File: config.mk
export PLATFORM = sky130hd
export DESIGN_NAME = sdram_fill_arbiter
export DESIGN_NICKNAME = d
export VERILOG_FILES = /design/src/rtl/sdram_arb_pkg.sv /design/src/rtl/sdram_arb_rd_select.sv /design/src/rtl/sdram_fill_arbiter.sv
export SDC_FILE = /design/constraint.sdc
export NUM_CORES = 1
export LEC_CHECK = 0
export ABC_AREA = 1
export CAP_MARGIN = 30
export CELL_PAD_IN_SITES_DETAIL_PLACEMENT = 1
export CELL_PAD_IN_SITES_GLOBAL_PLACEMENT = 1
export CORE_ASPECT_RATIO = 1.75
export CORE_MARGIN = 4
export CORE_UTILIZATION = 44
export CTS_CLUSTER_DIAMETER = 40
export DETAILED_ROUTE_END_ITERATION = 8
export DONT_BUFFER_PORTS = 1
export PLACE_DENSITY = 0.82
export SYNTH_ARGS = -nofsm -noshare
export SYNTH_HDL_FRONTEND = slang
export SYNTH_SLANG_ARGS = --single-unit
File: constraint.sdc
create_clock -name clk -period 3.1 [get_ports clk]
set_input_delay 0.31 -clock clk [delete_from_list [all_inputs] [get_ports clk]]
set_output_delay 0.31 -clock clk [all_outputs]
set_load 0.05 [all_outputs]
File: src/rtl/sdram_arb_pkg.sv
// Shared encodings for the SDRAM fill arbiter: FSM states, grant codes and default burst length.
package sdram_arb_pkg;

    typedef enum logic [2:0] {
        ST_IDLE     = 3'd0,
        ST_RD_WAIT  = 3'd1,
        ST_RD_BURST = 3'd2,
        ST_WR_WAIT  = 3'd3,
        ST_WR_DONE  = 3'd4
    } arb_state_t;

    localparam logic [1:0] GNT_NONE = 2'b00;
    localparam logic [1:0] GNT_RD0  = 2'b01;
    localparam logic [1:0] GNT_RD1  = 2'b10;

    localparam int BURST_LEN_DEF = 8;

endpackage

File: src/rtl/sdram_arb_rd_select.sv
// Picks which cache's fill request to serve. SDRAM_ARB_ROUND_ROBIN_EN selects round-robin,
// otherwise cache 0 has fixed priority over cache 1.
module sdram_arb_rd_select
    import sdram_arb_pkg::*;
(
    input  logic       req0,
    input  logic       req1,
`ifdef SDRAM_ARB_ROUND_ROBIN_EN
    input  logic       rr_last,
`endif
    output logic [1:0] sel
);

    always_comb begin
        sel = GNT_NONE;
`ifdef SDRAM_ARB_ROUND_ROBIN_EN
        // rr_last names the cache granted last; on a tie the other one wins.
        if (req0 && req1) begin
            sel = rr_last ? GNT_RD0 : GNT_RD1;
        end else if (req0) begin
            sel = GNT_RD0;
        end else if (req1) begin
            sel = GNT_RD1;
        end
`else
        if (req0) begin
            sel = GNT_RD0;
        end else if (req1) begin
            sel = GNT_RD1;
        end
`endif
    end

endmodule

File: src/rtl/sdram_fill_arbiter.sv
// Shares one SDRAM controller port between two cache line-fill requesters and a write-through
// writer. Optional macro SDRAM_ARB_ROUND_ROBIN_EN switches cache selection to round-robin.
module sdram_fill_arbiter
    import sdram_arb_pkg::*;
#(
    parameter int ADDR_W     = 26,
    parameter int BURST_LEN  = BURST_LEN_DEF,
    parameter int MAX_WR_RUN = 4
) (
    input  logic              clk,
    input  logic              reset_n,
    input  logic              rd0_req,
    input  logic [ADDR_W-1:0] rd0_addr,
    output logic              rd0_fill,
    input  logic              rd1_req,
    input  logic [ADDR_W-1:0] rd1_addr,
    output logic              rd1_fill,
    output logic [15:0]       rd_data,
    input  logic              wr_req,
    input  logic [ADDR_W-1:0] wr_addr,
    input  logic [15:0]       wr_data,
    input  logic [1:0]        wr_be,
    output logic              wr_ack,
    output logic              sd_req,
    output logic              sd_we,
    output logic [ADDR_W-1:0] sd_addr,
    output logic [15:0]       sd_wdata,
    output logic [1:0]        sd_be,
    input  logic              sd_ack,
    input  logic              sd_fill,
    input  logic [15:0]       sd_rdata,
    output logic              busy,
    output logic [1:0]        grant
);

    localparam int CNT_W = (BURST_LEN > 2) ? $clog2(BURST_LEN - 1) : 1;
    localparam int RUN_W = $clog2(MAX_WR_RUN + 1);

    localparam logic [CNT_W-1:0] CNT_LOAD = CNT_W'(BURST_LEN - 2);
    localparam logic [RUN_W-1:0] RUN_MAX  = RUN_W'(MAX_WR_RUN);

    arb_state_t        state_q, state_d;
    logic              sd_req_q, sd_req_d;
    logic              sd_we_q, sd_we_d;
    logic [ADDR_W-1:0] sd_addr_q, sd_addr_d;
    logic [15:0]       sd_wdata_q, sd_wdata_d;
    logic [1:0]        sd_be_q, sd_be_d;
    logic              wr_ack_q, wr_ack_d;
    logic [1:0]        grant_q, grant_d;
    logic [CNT_W-1:0]  cnt_q, cnt_d;
    logic [RUN_W-1:0]  wr_run_q, wr_run_d;
    logic [1:0]        rd_sel;
    logic              rd_pend;

`ifdef SDRAM_ARB_ROUND_ROBIN_EN
    logic rr_last_q, rr_last_d;
`endif

    sdram_arb_rd_select u_rd_select (
        .req0    (rd0_req),
        .req1    (rd1_req),
`ifdef SDRAM_ARB_ROUND_ROBIN_EN
        .rr_last (rr_last_q),
`endif
        .sel     (rd_sel)
    );

    assign rd_pend = rd0_req | rd1_req;

    always_comb begin
        state_d    = state_q;
        sd_req_d   = sd_req_q;
        sd_we_d    = sd_we_q;
        sd_addr_d  = sd_addr_q;
        sd_wdata_d = sd_wdata_q;
        sd_be_d    = sd_be_q;
        wr_ack_d   = 1'b0;
        grant_d    = grant_q;
        cnt_d      = cnt_q;
        wr_run_d   = wr_run_q;
`ifdef SDRAM_ARB_ROUND_ROBIN_EN
        rr_last_d  = rr_last_q;
`endif
        unique case (state_q)
            ST_IDLE: begin
                // Writes win until MAX_WR_RUN in a row have gone by with a read waiting.
                if (wr_req && ((wr_run_q < RUN_MAX) || !rd_pend)) begin
                    sd_addr_d  = wr_addr;
                    sd_wdata_d = wr_data;
                    sd_be_d    = wr_be;
                    sd_we_d    = 1'b1;
                    sd_req_d   = 1'b1;
                    grant_d    = GNT_NONE;
                    if (wr_run_q != RUN_MAX) begin
                        wr_run_d = wr_run_q + RUN_W'(1);
                    end
                    state_d = ST_WR_WAIT;
                end else if (rd_pend) begin
                    sd_addr_d = (rd_sel == GNT_RD1) ? rd1_addr : rd0_addr;
                    sd_we_d   = 1'b0;
                    sd_req_d  = 1'b1;
                    grant_d   = rd_sel;
                    wr_run_d  = '0;
`ifdef SDRAM_ARB_ROUND_ROBIN_EN
                    rr_last_d = (rd_sel == GNT_RD1);
`endif
                    state_d   = ST_RD_WAIT;
                end
            end
            ST_RD_WAIT: begin
                if (sd_fill) begin
                    sd_req_d = 1'b0;
                    cnt_d    = CNT_LOAD;
                    state_d  = ST_RD_BURST;
                end
            end
            ST_RD_BURST: begin
                if (cnt_q == '0) begin
                    grant_d = GNT_NONE;
                    state_d = ST_IDLE;
                end else begin
                    cnt_d = cnt_q - CNT_W'(1);
                end
            end
            ST_WR_WAIT: begin
                if (sd_ack) begin
                    sd_req_d = 1'b0;
                    wr_ack_d = 1'b1;
                    state_d  = ST_WR_DONE;
                end
            end
            ST_WR_DONE: begin
                // Guard cycle: the writer drops wr_req after seeing wr_ack.
                state_d = ST_IDLE;
            end
            default: begin
                state_d = ST_IDLE;
            end
        endcase
    end

    always_ff @(posedge clk) begin
        if (!reset_n) begin
            state_q    <= ST_IDLE;
            sd_req_q   <= 1'b0;
            sd_we_q    <= 1'b0;
            sd_addr_q  <= '0;
            sd_wdata_q <= '0;
            sd_be_q    <= '0;
            wr_ack_q   <= 1'b0;
            grant_q    <= GNT_NONE;
            cnt_q      <= '0;
            wr_run_q   <= '0;
`ifdef SDRAM_ARB_ROUND_ROBIN_EN
            rr_last_q  <= 1'b1;
`endif
        end else begin
            state_q    <= state_d;
            sd_req_q   <= sd_req_d;
            sd_we_q    <= sd_we_d;
            sd_addr_q  <= sd_addr_d;
            sd_wdata_q <= sd_wdata_d;
            sd_be_q    <= sd_be_d;
            wr_ack_q   <= wr_ack_d;
            grant_q    <= grant_d;
            cnt_q      <= cnt_d;
            wr_run_q   <= wr_run_d;
`ifdef SDRAM_ARB_ROUND_ROBIN_EN
            rr_last_q  <= rr_last_d;
`endif
        end
    end

    assign rd0_fill = sd_fill & (state_q == ST_RD_WAIT) & grant_q[0];
    assign rd1_fill = sd_fill & (state_q == ST_RD_WAIT) & grant_q[1];
    assign rd_data  = sd_rdata;
    assign wr_ack   = wr_ack_q;
    assign sd_req   = sd_req_q;
    assign sd_we    = sd_we_q;
    assign sd_addr  = sd_addr_q;
    assign sd_wdata = sd_wdata_q;
    assign sd_be    = sd_be_q;
    assign grant    = grant_q;
    assign busy     = (state_q != ST_IDLE);

endmodule
==> impl_metrics.env <==
export IMPL_pin_count_of_the_biggest_net_entering_global_routing=35
export IMPL_clock_tree_buffer_depth=2
export IMPL_placed_cell_areas_um2=3100
export IMPL_drt_initial_drc_count=73
export IMPL_numPortBuffers=0
export IMPL_global_route_overflow_total=0
export IMPL_holdBufCountCts=0
export IMPL_cell_count_after_synthesis=515
export IMPL_cts_setup_buffers=0
export IMPL_clk_pin_slew_worst_paths_ns=0.05
export IMPL_finish_net_count=611
export IMPL_crit_required_ns=2.79
export IMPL_routed_wl_um=9430
export IMPL_ys_async_sr_fraction_pct=0
export IMPL_grt_pass1_vias=3254
export IMPL_leakage_nw=1.72
export IMPL_num_fill_cells=978
export IMPL_sequential_share_of_power_pct=48.9
export IMPL_finalWeightedCongestion=0.823
export IMPL_fmax_ghz=0.469
export IMPL_die_width_um=72.8
export IMPL_synth_enable_flop_cells=0
export IMPL_status="finished, final reports clean"
export IMPL_area_delta_synth_final_pct=4.18
export IMPL_synth_fa_ha_area_share_pct=1.55
export IMPL_grt_pass1_wl_um=14900
export IMPL_timing_critical_path_from_type="flop"
export IMPL_pin_count=187
export IMPL_synth_simple_area_share_pct=42.7
export IMPL_drt_antenna_violating_nets=0
export IMPL_maxCapViolCount=0
export IMPL_synth_top_flop_cell="sky130_fd_sc_hd__dfxtp_1"
export IMPL_die_height_um=121
export IMPL_synth_mux_area_share_pct=0
export IMPL_avgViaCountPerCell=5.34
export IMPL_number_of_sinks_on_the_clock_net=58
export IMPL_drt_drc_violations_left=0
export IMPL_finalClockSkew_ns=0.00336
export IMPL_layout_common_cells="sky130_fd_sc_hd__nand2_1, sky130_fd_sc_hd__nor2_1, sky130_fd_sc_hd__dfxtp_1"
export IMPL_cellInternalPower_w=0.00184
export IMPL_unique_masters_post_synth=24
export IMPL_clock_root_buffer="sky130_fd_sc_hd__clkbuf_16"
export IMPL_end_kind="primary output"
export IMPL_finalHoldViolations=0
export IMPL_rsz0062_at_grt="no"
export IMPL_crit_path_max_fanout=6
export IMPL_dp_worst_setup_slack_ns=1.10
export IMPL_core_area_um2=7180
export IMPL_initial_utilization_pct=45.0
export IMPL_final_setup_worst_slack_ns=0.966
export IMPL_critPathArrivalTime_ns=1.82
export IMPL_max_ir_drop_vdd_v=0.000664
export IMPL_worst_pin_slew_ns=0.909
export IMPL_dp_final_hpwl_um=7190
export IMPL_timing_final_setup_violations=0
export IMPL_antennaDiodeCount=0
export IMPL_period_needed_ns=2.13
export IMPL_fraction_of_the_mapped_netlist_area_in_compound_gates_pct=6.04
export IMPL_grt_usage_pct=21.9
export IMPL_synthesis_nets=638
export IMPL_floorplan_rows=41
export IMPL_syn_mean_instance_area_um2=6.28
export IMPL_timing_final_max_slew_violations=0
export IMPL_synth_top_family_by_area="simple AND/OR/NAND/NOR gates"
export IMPL_max_slew_margin_rel_pct=39.2
export IMPL_power_frac_comb_pct=26.6
export IMPL_final_area_um2=3370
export IMPL_synth_cell_area_um2=3230
export IMPL_power_switching_share_pct=49.9
export IMPL_route_vias_total=3092
export IMPL_yosys_warning_total=0
export IMPL_clk_insertion_delay_late_ns=0.33
export IMPL_synth_yosys_seq_area_share_pct=35.9
export IMPL_mostFrequentLayoutCell="sky130_fd_sc_hd__nand2_1"
export IMPL_totalNegativeSetupSlack_ns=0
export IMPL_finalCritPeriodShare_pct=68.8
export IMPL_drtPass1Iterations=4
export IMPL_die_footprint_um2=8830
export IMPL_antenna_found_initial=0
export IMPL_worst_hold_path_type="input pin to flop"
export IMPL_timing_setup_critical_path_class="flop to primary output"
export IMPL_detail_route_wl_per_cell_um=16.3
export IMPL_power_clock_fraction_pct=24.5
export IMPL_synth_ff_latch_count=58
export IMPL_net_switching_power_w=0.00183
export IMPL_power_density_nw_per_um2=1090
export IMPL_cts_inserted_buffers=9
export IMPL_tritoncts="built"
export IMPL_drive_above_1_share_pct=9.74
export IMPL_cts_htree_levels=3
export IMPL_yosys_area_share_xor_xnor_pct=0.542
export IMPL_cts_repair_resized=0
## routing by layer
layer	global-route usage, %	vias to the layer above	routed length (um)
li1	-	1510	-
met1	20.6	1443	3110
met2	40.0	119	5170
met3	6.88	20	825
met4	12.4	0	327
met5	0	-	0
## stage by stage
step	cells	total power (W)	hold slack [ns]	util, %
floorplan	515	0.00269	0.433	-
global placement	563	0.00274	0.437	43.1
detailed placement	563	0.00281	0.444	43.1
CTS	579	0.00372	0.0969	46.9
global route	579	0.00392	0.109	46.9
finish	579	0.00367	0.100	46.9
## sequential cells by signal, summed over array words and instances, names as in the netlist
| signal | cells |
|---|---|
| sd_addr | 26 |
| sd_wdata | 16 |
| wr_run_q | 3 |
| state_q | 3 |
| sd_req | 1 |
| cnt_q | 3 |
| grant | 2 |
| sd_be | 2 |
| sd_we | 1 |
| wr_ack | 1 |
## final cells by class
| cell class | instances | area [um2] | share of cell area [%] |
|---|---|---|---|
| clock buffer | 10 | 239 | 7.10 |
| clock inverter | 6 | 32.5 | 0.966 |
| inverter | 43 | 161 | 4.79 |
| multi-input combinational | 373 | 1640 | 48.8 |
| sequential | 58 | 1160 | 34.5 |
| tap | 86 | 108 | 3.20 |
| timing repair buffer | 3 | 22.5 | 0.669 |
## cells by family (layout without fill, tap and decap cells)
kind of cell / after synthesis / after routing
simple gates: 328 / 328
buf+inv: 84 / 62
flops: 58 / 58
compound gates: 39 / 39
fa+ha+maj: 4 / 4
xor+xnor: 2 / 2
## worst max-delay path, stage by stage (launching register included)
cell and delay, ns:
sky130_fd_sc_hd__dfxtp_1 0.37, sky130_fd_sc_hd__nor2_4 0.21, sky130_fd_sc_hd__nand3_1 0.18, sky130_fd_sc_hd__nor2_1 0.73
## synthesized netlist by cell type, types with 3 or more instances
cell type | n | area (um2)
sky130_fd_sc_hd__nand3_1 | 47 | 235
sky130_fd_sc_hd__inv_1 | 38 | 143
sky130_fd_sc_hd__ha_1 | 4 | 50.1
sky130_fd_sc_hd__clkbuf_1 | 8 | 30.0
sky130_fd_sc_hd__dfxtp_1 | 58 | 1160
sky130_fd_sc_hd__nor2_1 | 71 | 267
sky130_fd_sc_hd__a21oi_1 | 16 | 80.1
sky130_fd_sc_hd__nor2_4 | 3 | 33.8
sky130_fd_sc_hd__buf_4 | 20 | 150
sky130_fd_sc_hd__inv_2 | 3 | 11.3
sky130_fd_sc_hd__nand2_1 | 182 | 683
sky130_fd_sc_hd__buf_2 | 9 | 45.0
sky130_fd_sc_hd__nor2_2 | 20 | 125
sky130_fd_sc_hd__o21ai_0 | 22 | 110
## power groups by stage
stage	Combinational, W	Clock, W	Sequential, W
final	0.000975	0.000899	0.00180
after global routing	0.00115	0.000952	0.00183
after CTS	0.00100	0.000918	0.00180
after detailed placement	0.000991	0	0.00181
after global placement	0.000934	0	0.00181
after floorplan	0.000931	0	0.00175
## worst paths after layout
| path | start | end | slack [ns] | depth (start not counted) |
|---|---|---|---|---|
| setup / recovery | state_q[2] | rd1_fill | 0.97 | 3 |
| hold / removal | reset_n | sd_req | 0.10 | 2 |
| setup reg to reg | state_q[2] | sd_addr[6] | 1.16 | 8 |
| hold reg to reg | wr_run_q[0] | wr_run_q[0] | 0.49 | 2 |
Power figures use the tool's default switching activity.
